$ cat src/rtl/piso_pkg.sv
// Shared types and defaults for the piso_tx serial transmitter.
// Optional odd-parity bit is enabled by defining PISO_TX_PARITY_EN.
package piso_pkg;

    typedef enum logic {
        ST_IDLE  = 1'b0,
        ST_SHIFT = 1'b1
    } state_t;

    localparam int unsigned WIDTH_DEF  = 4;
    localparam int unsigned PERIOD_DEF = 134217728;

endpackage

$ cat src/rtl/piso_tx_if.sv
// Load handshake and serial output bundle between a word source and piso_tx.
interface piso_tx_if
    import piso_pkg::*;
#(
    parameter int unsigned WIDTH = WIDTH_DEF
) ();

    logic [WIDTH-1:0] DIN;
    logic             LD;
    logic             RDY;
    logic             SO;
    logic             SOE;
    logic             DONE;

    modport master (
        output DIN,
        output LD,
        input  RDY,
        input  SO,
        input  SOE,
        input  DONE
    );

    modport slave (
        input  DIN,
        input  LD,
        output RDY,
        output SO,
        output SOE,
        output DONE
    );

endinterface

$ cat src/rtl/piso_tx_bit_timer.sv
// Restartable divider: one-cycle tick every PERIOD enabled cycles, held at 0 by clear.
module bit_timer
    import piso_pkg::*;
#(
    parameter int unsigned PERIOD = PERIOD_DEF
) (
    input  logic CLK,
    input  logic R_N,
    input  logic clear,
    input  logic enable,
    output logic tick
);

    localparam int unsigned CNT_W = (PERIOD > 1) ? $clog2(PERIOD) : 1;

    logic [CNT_W-1:0] cnt;

    assign tick = enable && (cnt == CNT_W'(PERIOD - 1));

    always_ff @(posedge CLK) begin
        if (!R_N) begin
            cnt <= '0;
        end else if (clear) begin
            cnt <= '0;
        end else if (enable) begin
            cnt <= tick ? '0 : cnt + CNT_W'(1);
        end
    end

endmodule

$ cat src/rtl/piso_tx.sv
// Parallel-in serial-out transmitter, MSB first, each bit held PERIOD cycles.
// Define PISO_TX_PARITY_EN to append an odd parity bit after the data LSB.
module piso_tx
    import piso_pkg::*;
#(
    parameter int unsigned WIDTH  = WIDTH_DEF,
    parameter int unsigned PERIOD = PERIOD_DEF
) (
    input  logic     CLK,
    input  logic     R_N,
    piso_tx_if.slave bus
);

`ifdef PISO_TX_PARITY_EN
    localparam int unsigned FRAME_W = WIDTH + 1;
`else
    localparam int unsigned FRAME_W = WIDTH;
`endif
    localparam int unsigned BCNT_W = $clog2(FRAME_W);

    state_t               state;
    logic [FRAME_W-1:0]   shreg;
    logic [FRAME_W-1:0]   load_c;
    logic [BCNT_W-1:0]    bcnt;
    logic                 so_q;
    logic                 soe_q;
    logic                 rdy_q;
    logic                 done_q;
    logic                 tick;
    logic                 timer_clear_c;
    logic                 timer_en_c;

    // Frame image captured at accept; parity sits below the data LSB.
    always_comb begin
        load_c = '0;
`ifdef PISO_TX_PARITY_EN
        load_c = {bus.DIN, ~^bus.DIN};
`else
        load_c = bus.DIN;
`endif
    end

    assign timer_clear_c = (state == ST_IDLE);
    assign timer_en_c    = (state == ST_SHIFT);

    bit_timer #(
        .PERIOD (PERIOD)
    ) u_bit_timer (
        .CLK    (CLK),
        .R_N    (R_N),
        .clear  (timer_clear_c),
        .enable (timer_en_c),
        .tick   (tick)
    );

    // Outputs are updated together with the state so they always match it.
    always_ff @(posedge CLK) begin
        if (!R_N) begin
            state  <= ST_IDLE;
            shreg  <= '0;
            bcnt   <= '0;
            so_q   <= 1'b0;
            soe_q  <= 1'b0;
            rdy_q  <= 1'b1;
            done_q <= 1'b0;
        end else begin
            done_q <= 1'b0;
            if (state == ST_IDLE) begin
                bcnt <= '0;
                if (bus.LD) begin
                    state <= ST_SHIFT;
                    shreg <= load_c;
                    so_q  <= load_c[FRAME_W-1];
                    soe_q <= 1'b1;
                    rdy_q <= 1'b0;
                end
            end else if (tick) begin
                if (bcnt == BCNT_W'(FRAME_W - 1)) begin
                    state  <= ST_IDLE;
                    bcnt   <= '0;
                    so_q   <= 1'b0;
                    soe_q  <= 1'b0;
                    rdy_q  <= 1'b1;
                    done_q <= 1'b1;
                end else begin
                    shreg <= {shreg[FRAME_W-2:0], 1'b0};
                    so_q  <= shreg[FRAME_W-2];
                    bcnt  <= bcnt + BCNT_W'(1);
                end
            end
        end
    end

    assign bus.SO   = so_q;
    assign bus.SOE  = soe_q;
    assign bus.RDY  = rdy_q;
    assign bus.DONE = done_q;

endmodule

$ cat src/flat_wrapper.sv
// flat-port wrapper written by rule: the top's interface ports become plain ports
module piso_tx_flat import piso_pkg::*;
#(
    parameter int unsigned WIDTH  = WIDTH_DEF,
    parameter int unsigned PERIOD = PERIOD_DEF
)
  (CLK, R_N, bus_DIN, bus_LD, bus_RDY, bus_SO, bus_SOE, bus_DONE);
  piso_tx_if #(.WIDTH(WIDTH)) bus_i ();
  input  logic CLK;
  input  logic R_N;
  input wire logic [$bits(bus_i.DIN)-1:0] bus_DIN;
  input wire logic [$bits(bus_i.LD)-1:0] bus_LD;
  output wire logic [$bits(bus_i.RDY)-1:0] bus_RDY;
  output wire logic [$bits(bus_i.SO)-1:0] bus_SO;
  output wire logic [$bits(bus_i.SOE)-1:0] bus_SOE;
  output wire logic [$bits(bus_i.DONE)-1:0] bus_DONE;
  assign bus_i.DIN = bus_DIN;
  assign bus_i.LD = bus_LD;
  assign bus_RDY = bus_i.RDY;
  assign bus_SO = bus_i.SO;
  assign bus_SOE = bus_i.SOE;
  assign bus_DONE = bus_i.DONE;
  piso_tx #(.WIDTH(WIDTH), .PERIOD(PERIOD)) u_core (.CLK(CLK), .R_N(R_N), .bus(bus_i));
endmodule
$ cat config.mk
export PLATFORM = sky130hd
export DESIGN_NAME = piso_tx_flat
export DESIGN_NICKNAME = d
export VERILOG_FILES = /design/src/rtl/piso_pkg.sv /design/src/rtl/piso_tx_if.sv /design/src/rtl/piso_tx_bit_timer.sv /design/src/rtl/piso_tx.sv /design/src/flat_wrapper.sv
export SDC_FILE = /design/constraint.sdc
export NUM_CORES = 1
export LEC_CHECK = 0
export ABC_AREA = 0
export CORE_ASPECT_RATIO = 1.75
export CORE_MARGIN = 4
export CORE_UTILIZATION = 61
export CTS_BUF_LIST = sky130_fd_sc_hd__clkbuf_2 sky130_fd_sc_hd__clkbuf_4 sky130_fd_sc_hd__clkbuf_8
export DETAILED_ROUTE_END_ITERATION = 7
export PLACE_DENSITY = 0.79
export SLEW_MARGIN = 20
export SYNTH_ARGS = -nofsm -noshare
export SYNTH_HDL_FRONTEND = slang
export SYNTH_SLANG_ARGS = --single-unit
$ cat constraint.sdc
create_clock -name CLK -period 2.2 [get_ports CLK]
set_clock_uncertainty 0.1 [all_clocks]
set_input_delay 0.44 -clock CLK [delete_from_list [all_inputs] [get_ports CLK]]
set_output_delay 0.44 -clock CLK [all_outputs]
set_load 0.05 [all_outputs]
==> results summary <==
The number of flops mapped to enable cells by yosys is 0. The worst reg-to-reg setup slack is 0.12 ns. The final sum of negative setup slack is 0 ns. The number of CTS-inserted buffers is 5. The worst-case clock buffer depth came out at 2. The xor and xnor fraction of the mapped netlist area is 5.34%. Setup repair after global routing left no endpoint under its margin. The fraction of the cycle the final worst path needs came out at 94.8%.

The largest net degree at the start of global routing came out at 23. The number of placement rows came out at 25. The die boundary height came out at 79.9 um. The count of vias placed by the detailed router is 1594. The startpoint of the most critical register-to-register path is u_core.u_bit_timer.cnt[0]. The first detailed-routing pass ran for 4 iterations. The standard cell core area came out at 2780 um2. The sum of overflow across all layers after global routing came out at 0. The count of yosys warnings during synthesis came out at 0. Walking the worst path, the cells encountered are ha_2 -> nand4_1 -> or4_1 -> o21ai_1 -> buf_4 -> nor2_1. The largest single stage delay on the critical path is 0.58 ns. Subtracting the final worst setup slack from the clock period gives 2.08 ns. The growth of design area from synthesis to finish came out at 11.7%.

By area the synthesized netlist is led by sky130_fd_sc_hd__dfxtp_1 (41%), sky130_fd_sc_hd__or4_1 (4.6%), sky130_fd_sc_hd__a21oi_1 (4.4%). The most common cell in the synthesized netlist is sky130_fd_sc_hd__dfxtp_1. Among all flip-flop cells after synthesis, the most frequent one is sky130_fd_sc_hd__dfxtp_1. Clock latency on the worst-skew pair, taken at its later pin, is 0.28 ns. The measured slew at the worst slew-check pin is 0.499 ns. The sequential standard cell area came out at 741 um2. The number of vias per cell after detailed routing came out at 6.40.

Clock tree synthesis selected as its root buffer the cell sky130_fd_sc_hd__clkbuf_8. The end of the worst register-to-register path is u_core.u_bit_timer.cnt[3]. The combined area of the multi-input logic cells came out at 971 um2. The worst reg2reg path depth is 6. The count of routing violations after the opening detailed-route iteration is 40. Buffers placed on the I/O ports in this run total 10. IR analysis of the VDD net gives a maximum drop of 0.589 mV.

The max-slew headroom at the worst pin came out at 66.6%. The final routed wirelength across all metal layers is 3820 um. The number of global-route vias before repair came out at 1587.

The run finished with clean final reports. Routability-driven placement finished with a final weighted congestion of 0.774. For this run, the register share of the synthesized area comes to 41.1%.

The number of antenna violations at the first check in global routing came out at 0. The fraction of registers with async set or reset after synthesis came out at 0%. The count of nets left with antenna violations once routing finished came out at 0.

The total die area is 3920 um2. The mux share of post-synthesis cell area is 1.67%. The total half-perimeter wirelength after legalization and detailed placement is 2840 um.

The share of layout cells above drive strength 1 came out at 9.91%. Along the worst path, the maximum fanout reaches 22. The global-route wire length before repair is 6560 um. The worst endpoint data arrival time came out at 2.15 ns.

The effective utilization at floorplan is 64.8%. The classification of the worst-slack hold path is reg -> reg. The average cell area after synthesis is 8.67 um2. The number of nets in the finished design is 231.

The largest family of logic cells by synthesized area is simple AND/OR/NAND/NOR gates. The worst hold path begins at u_core.shreg[1]. Synthesis produced a netlist with a net count of 217. Synthesis handed over a netlist of 208 instances. The I/O pin count came out at 11.

The instance count along the most critical hold path is 2. The total power per unit cell area is 619 nW/um2. The share of the synthesized area in the top cell type is 41.1%. The final routed wire length divided by cell count came out at 15.3 um.

The total count of hold-check failures in the final report is 0. The final-report max-slew violation count is 0. CTS saw 37 sinks. The post-synthesis cell area is 1800 um2. The arithmetic-cell share of the synthesized area counting full adders, half adders and majority gates is 1.39%. The repair_antennas step left the layout with diodes totalling 0. Ranked by instance count, the synthesized netlist is headed by sky130_fd_sc_hd__dfxtp_1 (37), sky130_fd_sc_hd__nand2_1 (17), sky130_fd_sc_hd__a21oi_1 (16), sky130_fd_sc_hd__nor2_1 (16). The clock input transition at the sequential cells of the worst setup and hold paths came out at 0.06 ns. For this design the static power due to leakage is 0.627 nW.

The largest total area in the synthesized netlist belongs to sky130_fd_sc_hd__dfxtp_1. The final core utilization came out at 72.4%. The synthesized-area fraction occupied by ao, oa, aoi and oai cells is 15.5%. STA classifies the critical path endpoint as a flip-flop.

The remaining routing DRC violations is 0. The maximum frequency from static timing analysis came out at 0.480 GHz. The cell with the largest stage delay on the worst path is sky130_fd_sc_hd__or4_1. The synthesized flop and latch total came out at 37. The critical path data required time is 2.27 ns. The number of max-capacitance violations reported is 0. The endpoint of the worst hold path is u_core.shreg[1].

The number of failing setup endpoints in the final timing report came out at 0. The number of distinct standard cells referenced by the synthesized netlist came out at 40. The category of the critical setup timing path is reg -> reg. TritonCTS built the clock tree. The sort of element at the start of the critical path is a flip-flop. The total routing resource utilization after global routing is 21.8%.

The H-tree depth reported by CTS is 2. The layout filler cell count came out at 214. After Yosys synthesis, and, or, nand and nor cells account for 29.6% of the synthesized area. The width of the die came out at 49.1 um. The number of buffers inserted to repair setup after CTS is 0.
[logic make-up after synthesis]
family	after synthesis
AOI/OAI and AO/OA	46
xor gates and xnor gates	11
adders and majority gates	2
buffers and inverters	17
DFF	37
muxes	3
and+or+nand+nor	92
[state kept, by name, summed over array words and instances, names as in the netlist]
| signal | count |
|---|---|
| u_core.bcnt | 2 |
| u_core.bus.DONE | 1 |
| u_core.bus.RDY | 1 |
| u_core.bus.SO | 1 |
| u_core.bus.SOE | 1 |
| u_core.shreg | 3 |
| u_core.state | 1 |
| u_core.u_bit_timer.cnt | 27 |
[report_power, final]
group | total (mW) | internal [mW] | switching, mW | leakage (nW)
Combinational | 0.0816 | 0.0350 | 0.0466 | 0.280
Clock | 0.480 | 0.261 | 0.219 | 0.0477
Sequential | 0.686 | 0.680 | 0.00585 | 0.300
Total | 1.25 | 0.976 | 0.271 | 0.627
[cell type report]
cell class                 instances  share of cell area (%)
clock buffer                       7                    4.47
tap                               27                    1.68
sequential                        37                    36.8
timing repair buffer              17                    7.58
multi-input combinational        154                    48.2
inverter                           7                    1.30
[worst max-delay path by stage]
stage                     depth (start not counted)  slack [ns]                       from                          to
after detailed placement                          5        0.12  u_core.u_bit_timer.cnt[0]  u_core.u_bit_timer.cnt[26]
after global placement                            5        0.19  u_core.u_bit_timer.cnt[0]  u_core.u_bit_timer.cnt[26]
after floorplan                                   6        0.14  u_core.u_bit_timer.cnt[0]  u_core.u_bit_timer.cnt[26]
after global routing                              6        0.02  u_core.u_bit_timer.cnt[0]   u_core.u_bit_timer.cnt[8]
final                                             6        0.12  u_core.u_bit_timer.cnt[0]   u_core.u_bit_timer.cnt[3]
after CTS                                         5        0.07  u_core.u_bit_timer.cnt[0]  u_core.u_bit_timer.cnt[26]
[critical path: cells and delay by family (launching register included)]
kind / cells / cell delay [ns]
buffers and inverters: 1 / 0.27
flip-flops: 1 / 0.39
adder cells (fa/ha/maj): 1 / 0.26
AND/OR/NAND/NOR: 3 / 0.77
AO/OA/AOI/OAI: 1 / 0.17
[placed cells by master (no fill, tap or decap), types with 4 or more instances in the layout]
cell type,n
sky130_fd_sc_hd__o21ai_0,9
sky130_fd_sc_hd__clkbuf_8,6
sky130_fd_sc_hd__nor2_1,16
sky130_fd_sc_hd__or4_1,10
sky130_fd_sc_hd__a21oi_1,16
sky130_fd_sc_hd__nand2_1,17
sky130_fd_sc_hd__clkdlybuf4s50_1,10
sky130_fd_sc_hd__o31ai_1,9
sky130_fd_sc_hd__xnor2_1,7
sky130_fd_sc_hd__nor4_1,4
sky130_fd_sc_hd__dfxtp_1,37
sky130_fd_sc_hd__xor2_1,4
sky130_fd_sc_hd__and3_1,4
sky130_fd_sc_hd__nand3_1,11
sky130_fd_sc_hd__buf_4,7
sky130_fd_sc_hd__or3_1,5
sky130_fd_sc_hd__inv_1,7
sky130_fd_sc_hd__nand4_1,8
[layer usage]
layer	global-route usage (%)	wire length (um)	vias to the layer above
met1	19.1	1480	762
met5	0	0	-
li1	-	-	794
met2	41.7	2150	32
met3	6.36	140	6
met4	13.7	52	0
[through the flow]
stage	setup WS (ns)	power [mW]	instances	cell area (um2)	hold slack (ns)
2_1_floorplan	0.145	0.753	208	1800	0.326
3_3_place_gp	0.190	0.780	242	1920	0.343
3_5_place_dp	0.121	0.783	242	1920	0.358
4_1_cts	0.0722	1.26	249	2010	0.367
5_1_grt	0.0243	1.29	249	2010	0.379
6_report	0.115	1.25	249	2010	0.365
[timing repair]
action	4_1_cts	5_1_grt
endpoints found under the setup margin	0	16
resized for setup	0	2
hold buffers	0	0
(Power assumes the default switching activity.)
